`config.mk`:
```
export PLATFORM = sky130hd
export DESIGN_NAME = bcd_to_binary_seq
export DESIGN_NICKNAME = d
export VERILOG_FILES = /design/src/rtl/bcd_to_binary_seq.sv
export SDC_FILE = /design/constraint.sdc
export NUM_CORES = 1
export LEC_CHECK = 0
export ABC_AREA = 0
export BUFFER_PORTS_ARGS = -buffer_cell sky130_fd_sc_hd__buf_2
export CELL_PAD_IN_SITES_DETAIL_PLACEMENT = 1
export CELL_PAD_IN_SITES_GLOBAL_PLACEMENT = 1
export CORE_MARGIN = 5
export CORE_UTILIZATION = 48
export DETAILED_ROUTE_END_ITERATION = 8
export PLACE_DENSITY = 0.91
export SLEW_MARGIN = 15
export SYNTH_ARGS = -nofsm -noshare
export SYNTH_HDL_FRONTEND = slang
export SYNTH_SLANG_ARGS = --single-unit
```
`constraint.sdc`:
```
create_clock -name i_clk -period 3.69 [get_ports i_clk]
set_clock_uncertainty 0.15 [all_clocks]
set_input_delay 0.5535 -clock i_clk [delete_from_list [all_inputs] [get_ports i_clk]]
set_output_delay 0.5535 -clock i_clk [all_outputs]
set_load 0.03 [all_outputs]
```
`src/rtl/bcd_to_binary_seq.sv`:
```
// Sequential three-digit BCD to binary converter using reverse double-dabble.
// One shift-and-correct iteration per clock; ten iterations per valid request.
module bcd_to_binary_seq (
  input  logic       i_clk,
  input  logic       i_rst_n,
  input  logic       i_start,
  input  logic [3:0] i_hunds,
  input  logic [3:0] i_tens,
  input  logic [3:0] i_units,
  output logic [9:0] o_result,
  output logic       o_busy,
  output logic       o_done,
  output logic       o_error
);

  typedef enum logic [1:0] {
    S_IDLE  = 2'd0,
    S_SHIFT = 2'd1,
    S_DONE  = 2'd2
  } state_t;

  state_t      r_state;
  logic [3:0]  r_cnt;
  logic [21:0] r_sr;
  logic [9:0]  r_result;
  logic        r_busy;
  logic        r_done;
  logic        r_error;

  logic        w_bad;
  logic [21:0] w_shifted;
  logic [21:0] w_next;

  assign w_bad = (i_hunds > 4'd9) || (i_tens > 4'd9) || (i_units > 4'd9);

  // Rotate rather than zero-fill: binary bit 0 is still empty before every
  // iteration, so this is identical to a plain right shift.
  assign w_shifted = {r_sr[0], r_sr[21:1]};
  assign w_next[9:0] = w_shifted[9:0];

  generate
    for (genvar gi = 0; gi < 3; gi++) begin : g_nibble_fix
      assign w_next[10+4*gi +: 4] = (w_shifted[10+4*gi +: 4] >= 4'd8)
                                    ? (w_shifted[10+4*gi +: 4] - 4'd3)
                                    : w_shifted[10+4*gi +: 4];
    end
  endgenerate

  always_ff @(posedge i_clk or negedge i_rst_n) begin
    if (!i_rst_n) begin
      r_state  <= S_IDLE;
      r_cnt    <= 4'd0;
      r_sr     <= 22'd0;
      r_result <= 10'd0;
      r_busy   <= 1'b0;
      r_done   <= 1'b0;
      r_error  <= 1'b0;
    end else begin
      case (r_state)
        S_IDLE: begin
          r_done <= 1'b0;
          if (i_start) begin
            r_sr    <= {i_hunds, i_tens, i_units, 10'd0};
            r_error <= w_bad;
            r_busy  <= 1'b1;
            if (w_bad) begin
              r_result <= 10'd0;
              r_done   <= 1'b1;
              r_state  <= S_DONE;
            end else begin
              r_cnt   <= 4'd0;
              r_state <= S_SHIFT;
            end
          end
        end
        S_SHIFT: begin
          r_sr <= w_next;
          if (r_cnt == 4'd9) begin
            r_result <= w_next[9:0];
            r_done   <= 1'b1;
            r_state  <= S_DONE;
          end else begin
            r_cnt <= r_cnt + 4'd1;
          end
        end
        S_DONE: begin
          r_done  <= 1'b0;
          r_busy  <= 1'b0;
          r_state <= S_IDLE;
        end
        default: begin
          r_done  <= 1'b0;
          r_busy  <= 1'b0;
          r_state <= S_IDLE;
        end
      endcase
    end
  end

  assign o_result = r_result;
  assign o_busy   = r_busy;
  assign o_done   = r_done;
  assign o_error  = r_error;

endmodule

```
; Word-level counts from Yosys, hierarchy flattened
; Cells that the tools add are included.
[op_classes]
addsub = 4
magnitude_cmp = 6
n_eq_ne = 7
n_mux = 23
bitwise = 1
reduce_logical = 10
[ops]
columns = op, count
row1 = $pmux W22 S2, 1
row2 = $mux W10, 3
row3 = $mux W4, 6
row4 = $mux W22, 1
row5 = $pmux W10 S2, 1
row6 = $ge A4 B4 Y1 const B, 3
row7 = $gt A4 B4 Y1 const B, 3
row8 = $sub A4 B2 Y4 const B, 3
row9 = $ne A2 B2 Y1 const B, 5
row10 = $pmux W4 S2, 1
row11 = $reduce_and A2 Y1, 4
row12 = $reduce_and A4 Y1, 2
row13 = $mux W2, 3
row14 = $add A4 B1 Y4 const B, 1
row15 = $eq A4 B4 Y1 const B, 1
row16 = $mux W1, 4
row17 = $pmux W1 S2, 2
row18 = $pmux W2 S2, 1
row19 = $eq A2 B1 Y1 const B, 1
row20 = $logic_not A2 Y1, 1
row21 = $logic_or A1 B1 Y1, 2
row22 = $reduce_bool A2 Y1, 1
row23 = $not A1 Y1, 1
[totals]
ff_bits = 41
input_bits = 15
output_inout_bits = 13
elab_cells = 58

; Depth between registers and ports, before layout
[logic_depth]
ltp_word = 6
mapped_depth = 7
ltp_nobuf = 5

; Worst setup path after synthesis
; Ideal clock, no wire load.
[synth_timing]
path_kind = input-to-reg
from = in i_units[2]
to = reg r_cnt[3]
setup_ps = 146
arrival_ps = 1355
required_ps = 3394
path_slack_ps = 2039
path_stages = 3
path_buffers = 0
path_cell_list = o21a_1 > nor4b_1 > o221ai_1
[synth_via]
elab_chain_len = 4
[synth_rtl]
columns = item, line
row1 = "start, declared", 9  ; input logic [3:0] i_units,
row2 = $gt A4 B4 Y1, 34  ; assign w_bad = (i_hunds > 4'd9) || (i_tens > 4'd9) || (i_units > 4'd9);
row3 = $logic_or A1 B1 Y1, 34
row4 = $ne A2 B2 Y1 (no line), n/a
row5 = $reduce_and A4 Y1 (no line), n/a
row6 = "end signal, assigned", 83  ; r_cnt <= r_cnt + 4'd1;
row7 = "end, declared", 23  ; logic [3:0] r_cnt;
; No other way between the ends.
; A chain may end at the register's enable or synchronous reset.

; Final worst setup path
[layout_timing]
from = reg r_state[1]
to = reg r_sr[16]
[layout_via]
elab_chain_len = 3
elab_cells_between_ends = 6
cone_classes = eq/ne: 2 / mux: 1 / reduce/logical: 3
[layout_rtl]
columns = item, line
row1 = "start, declared", 22  ; state_t r_state;
row2 = "start signal, assigned", 51  ; r_state <= S_IDLE;
row3 = "start signal, assigned", 69  ; r_state <= S_DONE;
row4 = "start signal, assigned", 72  ; r_state <= S_SHIFT;
row5 = $eq A2 B1 Y1 or $logic_not A2 Y1 (tied branches), 59  ; case (r_state)
row6 = $reduce_bool A2 Y1 (no line) or $ne A2 B2 Y1 (tied branches), n/a
row7 = $reduce_and A2 Y1 (no line), n/a
row8 = "end signal, assigned", 63  ; r_sr <= {i_hunds, i_tens, i_units, 10'd0};
row9 = "end signal, assigned", 77  ; r_sr <= w_next;
row10 = "end, declared", 24  ; logic [21:0] r_sr;
; Parallel ways exist; a longest one is shown, timed or not.

==> impl_results.md <==
- Switching Fraction: a little under half
- CP arrival: around 2400 ps
- Number of synthesized flops with an enable pin: 0
- Clk Latency, worst-skew pair: a little over 300 ps
- Post-CTS Hold Buffers: 0
- CTS root buf: clkbuf_8
- Gp weighted congestion: 0.845
- Startpoint type of the worst setup path: flop
- Final Hold Viols: 0
- Setup Buffers After CTS: 0
- Util after Layout: a little under three fifths
- Comb pwr share: between 40% and 50%
- RSZ-0062 raised after global routing: false
- Placed insts: just under 300
- Die X: 78.1 µm
- Ports: 28
- H-tree levels: 2
- Peak VDD IR: between 0.4 and 0.5 mV
- Post-Route WL: around 5.5 mm
- Gr usage total: approximately 19%
- Post-Synthesis Cell Area: 0.00222 mm²
- Starting Density: 50.4%
- Mean Syn Cell Area: 9.67 µm²
- Worst path cell trace: or3b_1 -> mux2i_1 -> mux2i_1
- DRT iter0 DRCs: 71
- Ys flop type: dfrtp_1
- Die ar.: approximately 0.0061 mm²
- Die Height: just under 80 µm
- Most frequent cells in the layout: nand2_1 (45), dfrtp_1 (41), buf_2 (27)
- Crit path largest cell delay: between 800 and 900 ps
- CTS max path bufs: 2
- Total congestion overflow: 0
- Cell variety after synth: 45
- Slowest library cell on the worst path: or3b_1
- Max-slew violation count: 0
- Vias per cell: about 6
- Required time worst endpoint: 3720 ps
- Std-Cell Rows: 24
- LEAKAGE: 1.20 nW
- Filler cells: 505
- Clock power share: between 10% and 20%
- Multi-input gate area: 0.00106 mm²
- Max_cap viols: 0
- Async set-reset flop share out of synthesis: 100%
- Critical path type: reg2reg
- Seq pwr share: a little over two fifths
- Layout net count: 272
- DR WL/cell: ~18 µm
- Tot Pwr: 2.10 mW
- Remaining DRCs: 0
- Final Critical Period: about 2300 ps
- CTS tree: built
- Initial antenna violation count: 0
- Max FO, Critical Path: 25
- Core ar.: between 0.004 and 0.005 mm²
- Final setup vio count: 0
- FMAX: roughly 430 MHz
- Status: complete, no violations
- # port buffers: 27
- Yosys warning count: 0
- TritonRoute pass-1 iters: 4
- Worst slew pin tran: 959 ps
- Clock Sinks: 41
- First-pass GRT wire length: 9.65 mm
- Most common cell on crit path: mux2i_1
- Final ANT Viol Nets: 0
- Register Area: 0.00103 mm²
- Int Power: approximately 1.1 mW
- Area grow syn2layout: 9.62%
- Yosys reg bits: slightly above 40
- Vias in the first global route: roughly 1.9k
- Most common cell after layout, fill and taps aside: nand2_1
- Net Sw Power: roughly 0.96 mW
- Cts repair resizes: 0
- Clock-pin slew on the worst setup and hold paths: roughly 90 ps
- Post-Synthesis Cells: 230
- Worst Hold Class: in2async
- Share of cells above drive strength 1: roughly 18%
- Crit end category: flop
- Finished Layout Cells: 302
- ANT cells: 0
- Fin Setup TNS: 0 ps
- Syn_nets: 253
- Power per Cell Area: 862 mW/mm²
- Largest net degree at the start of global routing: 42
- Vias: about 1.8k
- Relative slew slack: a little over a third
- CTS Buf Count: 5
- Fin crit share: a little under two thirds
- Seq/Total Area, Yosys: ~46%
- Hpwl dp: 3.70 mm
## metrics by stage
| step | worst slack (ps) | cell area (µm²) | hold WS, ps |
|---|---|---|---|
| 2_1_floorplan | 2040 | 2220 | 108 |
| 3_3_place_gp | 1450 | 2340 | 330 |
| 3_5_place_dp | 1380 | 2340 | 333 |
| 4_1_cts | 1350 | 2440 | 259 |
| 5_1_grt | 1160 | 2440 | 300 |
| 6_report | 1350 | 2440 | 223 |
## cell families after synthesis
group,after synthesis,synth area share [%]
AND/OR/NAND/NOR,80,16.9
AO/OA/AOI/OAI,60,20.2
flip-flops,41,46.1
buffers and inverters,27,6.30
multiplexers,8,3.60
adder cells (fa/ha/maj),8,4.50
XOR/XNOR,6,2.36
## state kept, by name (all words and copies together) (netlist names)
name,flops
r_state,2
r_cnt,4
o_done,1
o_result,10
o_busy,1
o_error,1
r_sr,22
## cell type report
type	instances	share of cell area, %
multi-input combinational	162	43.4
inverter	10	1.54
tap	52	2.67
sequential	41	42.1
clock buffer	7	3.95
clock inverter	1	0.205
timing repair buffer	29	6.16
## power groups by stage
stage | registers (mW) | clock network [mW] | logic [mW]
after detailed placement | 0.877 | 0 | 0.898
after CTS | 0.874 | 0.337 | 0.906
after global routing | 0.916 | 0.356 | 0.995
after global placement | 0.866 | 0 | 0.867
final | 0.877 | 0.331 | 0.895
after floorplan | 0.907 | 0 | 0.642
## cell usage after synthesis (all sizes together), types with 2 or more instances
cell type	count	share of area, %
a31oi	6	1.7
mux2i	8	3.6
nor2	4	0.67
nor3	2	0.45
clkbuf	5	0.84
a32oi	9	3.5
nor2b	5	1.4
nand2b	4	1.1
xor2	3	1.2
dfrtp	41	46
o31ai	3	1.0
o21ai	11	2.6
buf	12	3.8
o211a	4	1.8
ha	8	4.5
nand4b	2	0.79
xnor2	3	1.2
a21oi	7	2.1
o21a	3	1.0
nand2	45	7.6
inv	9	1.5
o22ai	10	3.7
nand3	11	2.5
## per-layer routing
layer,global-route usage (%),part of all wire [%]
met3,4.69,4.6
met4,4.90,1.1
met2,30.0,47
met5,0,0
met1,27.4,47
## worst paths after layout
path / cells past startpoint / slack, ps / end / from
min reg2reg: 2 / 360 / o_error / o_error
max reg2reg: 3 / 1350 / r_sr[16] / r_state[1]
max: 3 / 1350 / r_sr[16] / r_state[1]
min: 1 / 220 / r_sr[14] / i_rst_n
max in group asynchronous: 1 / 2590 / r_sr[19] / i_rst_n
min in group i_clk: 2 / 360 / o_error / o_error
## worst max-delay path: cells and delay by family, from the launching register on
kind / cells / cell delay, ps
AND/OR/NAND/NOR: 1 / 850
flip-flops: 1 / 830
multiplexers: 2 / 390
(Power assumes the default switching activity.)
